--- src/rtl/pau_pkg.sv ---
// Shared constants for the posit arithmetic unit: default posit format,
// derived field widths and the NaR bit pattern.
package pau_pkg;

    localparam int unsigned DEF_N   = 32;
    localparam int unsigned DEF_ES  = 3;
    localparam int unsigned DEF_BS  = 5;

    localparam int unsigned SCALE_W = DEF_ES + DEF_BS + 1;
    localparam int unsigned MANT_W  = DEF_N - DEF_ES - 2;

    localparam logic [DEF_N-1:0] NAR = {1'b1, {(DEF_N-1){1'b0}}};

endpackage

--- src/rtl/posit_run_cnt.sv ---
// Regime run-length counter: length of the run of bits equal to the MSB of vec,
// scanning from the MSB downward. The result never exceeds N-1.
module posit_run_cnt #(
    parameter int unsigned N  = 32,
    parameter int unsigned Bs = 5
) (
    input  logic [N-2:0]  vec,
    output logic          run_bit,
    output logic [Bs-1:0] run_len
);

    localparam logic [Bs-1:0] ONE = {{(Bs-1){1'b0}}, 1'b1};

    logic stop;

    always_comb begin
        run_bit = vec[N-2];
        run_len = '0;
        stop    = 1'b0;
        for (int unsigned i = 0; i < N - 1; i++) begin
            if (!stop && (vec[N-2-i] == vec[N-2])) begin
                run_len = run_len + ONE;
            end else begin
                stop = 1'b1;
            end
        end
    end

endmodule

--- src/rtl/posit_decode_pipe.sv ---
// Two-stage posit decoder: stage 1 takes the magnitude and counts the regime run,
// stage 2 extracts exponent and fraction and packs regime and exponent into one scale.
module posit_decode_pipe
    import pau_pkg::*;
#(
    parameter int unsigned N  = DEF_N,
    parameter int unsigned es = DEF_ES,
    parameter int unsigned Bs = DEF_BS
) (
    input  logic            clk_i,
    input  logic            rst_ni,
    input  logic            flush_i,
    input  logic            valid_i,
    output logic            ready_o,
    input  logic [N-1:0]    posit_i,
    output logic            valid_o,
    input  logic            ready_i,
    output logic            sign_o,
    output logic            zero_o,
    output logic            nar_o,
    output logic [es+Bs:0]  scale_o,
    output logic [N-es-3:0] mant_o
);

    localparam int unsigned SW = es + Bs + 1;
    localparam int unsigned MW = N - es - 2;
    localparam int unsigned RW = es + MW - 1;
    localparam logic [N-1:0] NAR_W = {1'b1, {(N-1){1'b0}}};
    localparam logic [Bs:0]  K_ONE = {{Bs{1'b0}}, 1'b1};

    logic s1_valid;
    logic s2_valid;
    logic s1_adv;
    logic s2_adv;
    logic accept;

    assign s2_adv  = !s2_valid || ready_i;
    assign s1_adv  = !s1_valid || s2_adv;
    assign ready_o = s1_adv;
    assign accept  = valid_i && s1_adv;
    assign valid_o = s2_valid;

    // Only the low N-1 bits of the magnitude are needed past the sign.
    logic [N-2:0]  abs_lo;
    logic          run_bit;
    logic [Bs-1:0] run_len;

    assign abs_lo = posit_i[N-1] ? -posit_i[N-2:0] : posit_i[N-2:0];

    posit_run_cnt #(
        .N  (N),
        .Bs (Bs)
    ) u_run_cnt (
        .vec     (abs_lo),
        .run_bit (run_bit),
        .run_len (run_len)
    );

    logic          s1_sign;
    logic          s1_zero;
    logic          s1_nar;
    logic          s1_rc;
    logic [Bs-1:0] s1_m;
    logic [N-2:0]  s1_body;

    always_ff @(posedge clk_i or negedge rst_ni) begin
        if (!rst_ni) begin
            s1_valid <= 1'b0;
            s1_sign  <= 1'b0;
            s1_zero  <= 1'b0;
            s1_nar   <= 1'b0;
            s1_rc    <= 1'b0;
            s1_m     <= '0;
            s1_body  <= '0;
        end else begin
            if (flush_i) begin
                s1_valid <= 1'b0;
            end else if (s1_adv) begin
                s1_valid <= valid_i;
            end
            if (accept) begin
                s1_sign <= posit_i[N-1];
                s1_zero <= (posit_i == '0);
                s1_nar  <= (posit_i == NAR_W);
                s1_rc   <= run_bit;
                s1_m    <= run_len;
                s1_body <= abs_lo;
            end
        end
    end

    // Bits [N-3:1] of body<<m equal bits [N-2:2] of body<<(m+1); the two low
    // bits of the latter are always zero because the run is at least one long.
    logic [RW-1:0] rem;
    logic [Bs:0]   k;
    logic [es-1:0] e;
    logic [SW-1:0] scale_n;
    logic [MW-1:0] mant_n;

    always_comb begin
        rem     = RW'((s1_body << s1_m) >> 1);
        k       = s1_rc ? ({1'b0, s1_m} - K_ONE) : -{1'b0, s1_m};
        e       = rem[RW-1 -: es];
        scale_n = {k, e};
        mant_n  = {1'b1, rem[MW-2:0]};
    end

    always_ff @(posedge clk_i or negedge rst_ni) begin
        if (!rst_ni) begin
            s2_valid <= 1'b0;
            sign_o   <= 1'b0;
            zero_o   <= 1'b0;
            nar_o    <= 1'b0;
            scale_o  <= '0;
            mant_o   <= '0;
        end else begin
            if (flush_i) begin
                s2_valid <= 1'b0;
            end else if (s2_adv) begin
                s2_valid <= s1_valid;
            end
            if (s2_adv && s1_valid) begin
                sign_o  <= s1_sign;
                zero_o  <= s1_zero;
                nar_o   <= s1_nar;
                scale_o <= (s1_zero || s1_nar) ? '0 : scale_n;
                mant_o  <= (s1_zero || s1_nar) ? '0 : mant_n;
            end
        end
    end

endmodule
--- config.mk ---
export PLATFORM = sky130hd
export DESIGN_NAME = posit_decode_pipe
export DESIGN_NICKNAME = d
export VERILOG_FILES = /design/src/rtl/pau_pkg.sv /design/src/rtl/posit_run_cnt.sv /design/src/rtl/posit_decode_pipe.sv
export SDC_FILE = /design/constraint.sdc
export NUM_CORES = 1
export LEC_CHECK = 0
export ABC_AREA = 1
export CAP_MARGIN = 10
export CORE_ASPECT_RATIO = 2
export CORE_MARGIN = 5
export CORE_UTILIZATION = 26
export CTS_BUF_LIST = sky130_fd_sc_hd__clkbuf_16
export CTS_CLUSTER_SIZE = 24
export DETAILED_ROUTE_END_ITERATION = 8
export PLACE_DENSITY = 0.47
export SYNTH_ARGS = -nofsm -noshare
export SYNTH_HDL_FRONTEND = slang
export SYNTH_SLANG_ARGS = --single-unit
--- constraint.sdc ---
create_clock -name clk_i -period 1.9 [get_ports clk_i]
set_input_delay 0.57 -clock clk_i [delete_from_list [all_inputs] [get_ports clk_i]]
set_output_delay 0.57 -clock clk_i [all_outputs]
set_load 0.03 [all_outputs]
==> key figures <==
Run status
  • Outcome: finished, violations left
  • Failing checks: negative setup slack

Routing
  • Routed via count: ~9700
  • DRT Pass-1 Iters: 4
  • DRC Markers: 0
  • Routed vias/inst: around 4.6
  • Initial DRC Count: 445
  • Antenna-violating nets left: 0
  • Drt wl/cell: 13.52 um
  • Final WL: ~28000 um

Timing
  • Max Fclk: between 90 and 100 MHz
  • Fin Clk Skew: 0.004757 ns
  • RSZ-0062 raised after global routing: true
  • Min Hold Slack: between 0.15 and 0.2 ns
  • Final Hold Violating Endpoints: 0
  • Final cycle utilization of the critical path: 556.3%
  • Min cycle time layout: 10.57 ns
  • Least-Margin Pin Slew: 0.4683 ns
  • Final setup violating endpoints: 8
  • Worst setup margin: -8.670 ns
  • Slew HR: 68.78%
  • Slew Limit Fails: 0

Clock network
  • Max H-tree Level: 3
  • CTS tree: done
  • Clock root buffer: clkbuf_16
  • Clock buffer count from CTS: 9
  • CTS Hold Bufs: 0
  • Clk buf depth: 2
  • Worst-path clk slew: 0.06 ns
  • Clk_lat worst skew: 0.35 ns
  • Clock tree sinks: 80

Worst setup path
  • Largest stage delay, worst path: 0.28 ns
  • WP data required: 2.18 ns
  • Critical-path maximum fanout: 8
  • Crit-path most repeated cell: nand2_2
  • Worst EP arrival: ~11 ns
  • Crit Path Class: input pin to flop
  • Critical path endpoint category: flop
  • Slowest CP cell: ha_1
  • Crit start category: input pin

Synthesis
  • Netlist Area Pre-Place: 8046 um2
  • Post-synthesis sequential area ratio: roughly a quarter
  • Post-synthesis cell count: 1322
  • Post-synth top cells: nand2_1, inv_1, o21ai_0
  • Top post-synthesis cells by area: dfrtp_1, nand2_1, o21ai_0
  • Post-synth cell types: 50
  • Asr flop ratio synth: 100.0%
  • Post-synth EDFFs: 0
  • Syn avg cell area: 6.087 um2
  • #FFs+latches synth: 80
  • Synthesized Nets: 1387
  • Syn. warnings: 0
  • Area share of the largest cell type after synthesis: about a quarter
  • Post-synth top flop: dfrtp_1
  • Yosys top cell by area: dfrtp_1
  • Top-count cell post-synth: nand2_1

Placement
  • Area post-placement: approximately 11000 um2
  • Routability cong.: 0.8996
  • I/O Buffers: 77
  • Placed cells: 2001
  • HPWL after detailed placement: 23080 um

Finish
  • Share of post-route cells with drive strength above 1: 40.00%
  • Final nets: 1781
  • Register area: 2003 um2
  • Final Cell Area: 13150 um2
  • Fin util: a little over two fifths
  • Filler instances: 3279
  • Area occupied by multi-input gates: 6282 um2
  • Layout area overhead: 63.38%
  • # diodes: 0
  • Non-Filler Instances: roughly 2100

GRT
  • Global route overflow: 0
  • Antenna violations before repair: 0
  • Vias in the first global route: around 9600
  • Largest net degree at the start of global routing: 81
  • First-pass GRT wire length: 45410 um
  • GRT Util Overall: 16.16%

Power
  • Switching pwr: 3.512 mW
  • Leakage: 6.785 nW
  • Worst VDD drop: 486.2 uV
  • Gate power share: 53.5%
  • Int Pwr: 5.150 mW
  • Switching share of power: 40.54%
  • PD cells: 658.9 nW/um2
  • Register share of total power: about 26%
  • Clock power frac: 20.9%

Die
  • Die Area: 34780 um2
  • Core area: 30740 um2
  • Die W: 134.4 um
  • Initial Util: 26.17%
  • Number of I/O pins: 78
  • Die H: 258.8 um
  • Row cnt: between 90 and 100

Flow run
  • MaxCap Viol Count: 0

Min path
  • Worst min-delay path category: input pin to asynchronous set/reset pin
power groups by stage:
stage	clock [mW]	combinational, mW	sequential, mW
after floorplan	0	1.86	2.63
after global placement	0	4.05	2.24
after detailed placement	0	4.07	2.25
after CTS	1.86	4.20	2.22
after global routing	1.90	5.11	2.26
final	1.81	4.64	2.21
through the flow:
stage                     TNS, ns  setup WS (ns)  total power [mW]
after floorplan            -36.12         -8.497             4.488
after global placement     -68.63         -9.832             6.297
after CTS                  -40.06         -8.822             8.280
after detailed placement   -70.55         -9.949             6.324
after global routing       -42.17         -9.304             9.275
final                      -38.87         -8.670             8.662
placed cells by master (no fill, tap or decap), types with 13 or more instances in the layout:
master / count
ha_1: 15
inv_1: 132
nor2_2: 29
inv_2: 31
dlygate4sd2_1: 40
xor2_1: 22
a21oi_1: 17
dfrtp_1: 79
nand3_2: 22
o21ai_0: 90
nand4_1: 14
ha_4: 13
nand2_1: 398
buf_6: 22
nand2_2: 60
clkbuf_2: 20
nand2_4: 18
nor2_1: 63
o21ai_1: 26
nor2_4: 35
nand3_1: 69
buf_4: 326
o21ai_2: 23
final timing paths:
path	slack (ns)	endpoint	from	cells past startpoint
setup / recovery	-8.67	s1_m[4]	posit_i[24]	82
setup reg to reg	0.08	scale_o[2]	s1_m[0]	14
hold / removal	0.19	nar_o	rst_ni	2
hold reg to reg	0.46	sign_o	s1_sign	2
max in group asynchronous	1.29	s1_m[0]	rst_ni	2
min in group clk_i	0.46	sign_o	s1_sign	2
cells by family (layout without fill, tap and decap cells):
group / after synthesis / count (layout) / synth area share (%)
compound gates: 224 / 224 / 15.92
xor+xnor: 36 / 36 / 3.918
fa+ha+maj: 28 / 28 / 4.354
buf+inv: 213 / 611 / 10.26
flops: 80 / 80 / 24.88
mux: 7 / 7 / 0.8708
simple gates: 734 / 734 / 39.79
worst max-delay path, delay by kind of cell:
family	cells	cell delay (ns)
simple gates	38	3.42
fa+ha+maj	12	2.97
buf+inv	19	2.06
compound gates	12	1.74
mux	1	0.09
routing by layer:
metal / up-vias / wire length (um) / track usage [%]
met3: 57 / 640 / 1.729
li1: 5036 / - / -
met4: 0 / 1392 / 8.126
met5: - / 0 / 0
met2: 135 / 16340 / 33.15
met1: 4476 / 9921 / 15.23
flip-flops by register name, indices dropped and copies added (netlist names), 5 cells and up:
register,cells
mant_o,27
s1_m,5
s1_body,30
scale_o,9
layout make-up:
| cell class | instances | area share, % |
|---|---|---|
| Clock buffer | 9 | 1.713 |
| Clock inverter | 6 | 0.5901 |
| Inverter | 169 | 5.120 |
| Multi-Input combinational cell | 1029 | 47.79 |
| Sequential cell | 80 | 15.24 |
| Tap cell | 372 | 3.540 |
| Timing Repair Buffer | 427 | 26.01 |
what timing repair did:
action | in CTS | in global routing
setup endpoints to repair | 82 | 50
buffers inserted | 48 | 32
pin swaps | 70 | 135
gates resized for setup | 213 | 258
Power figures use the tool's default switching activity.
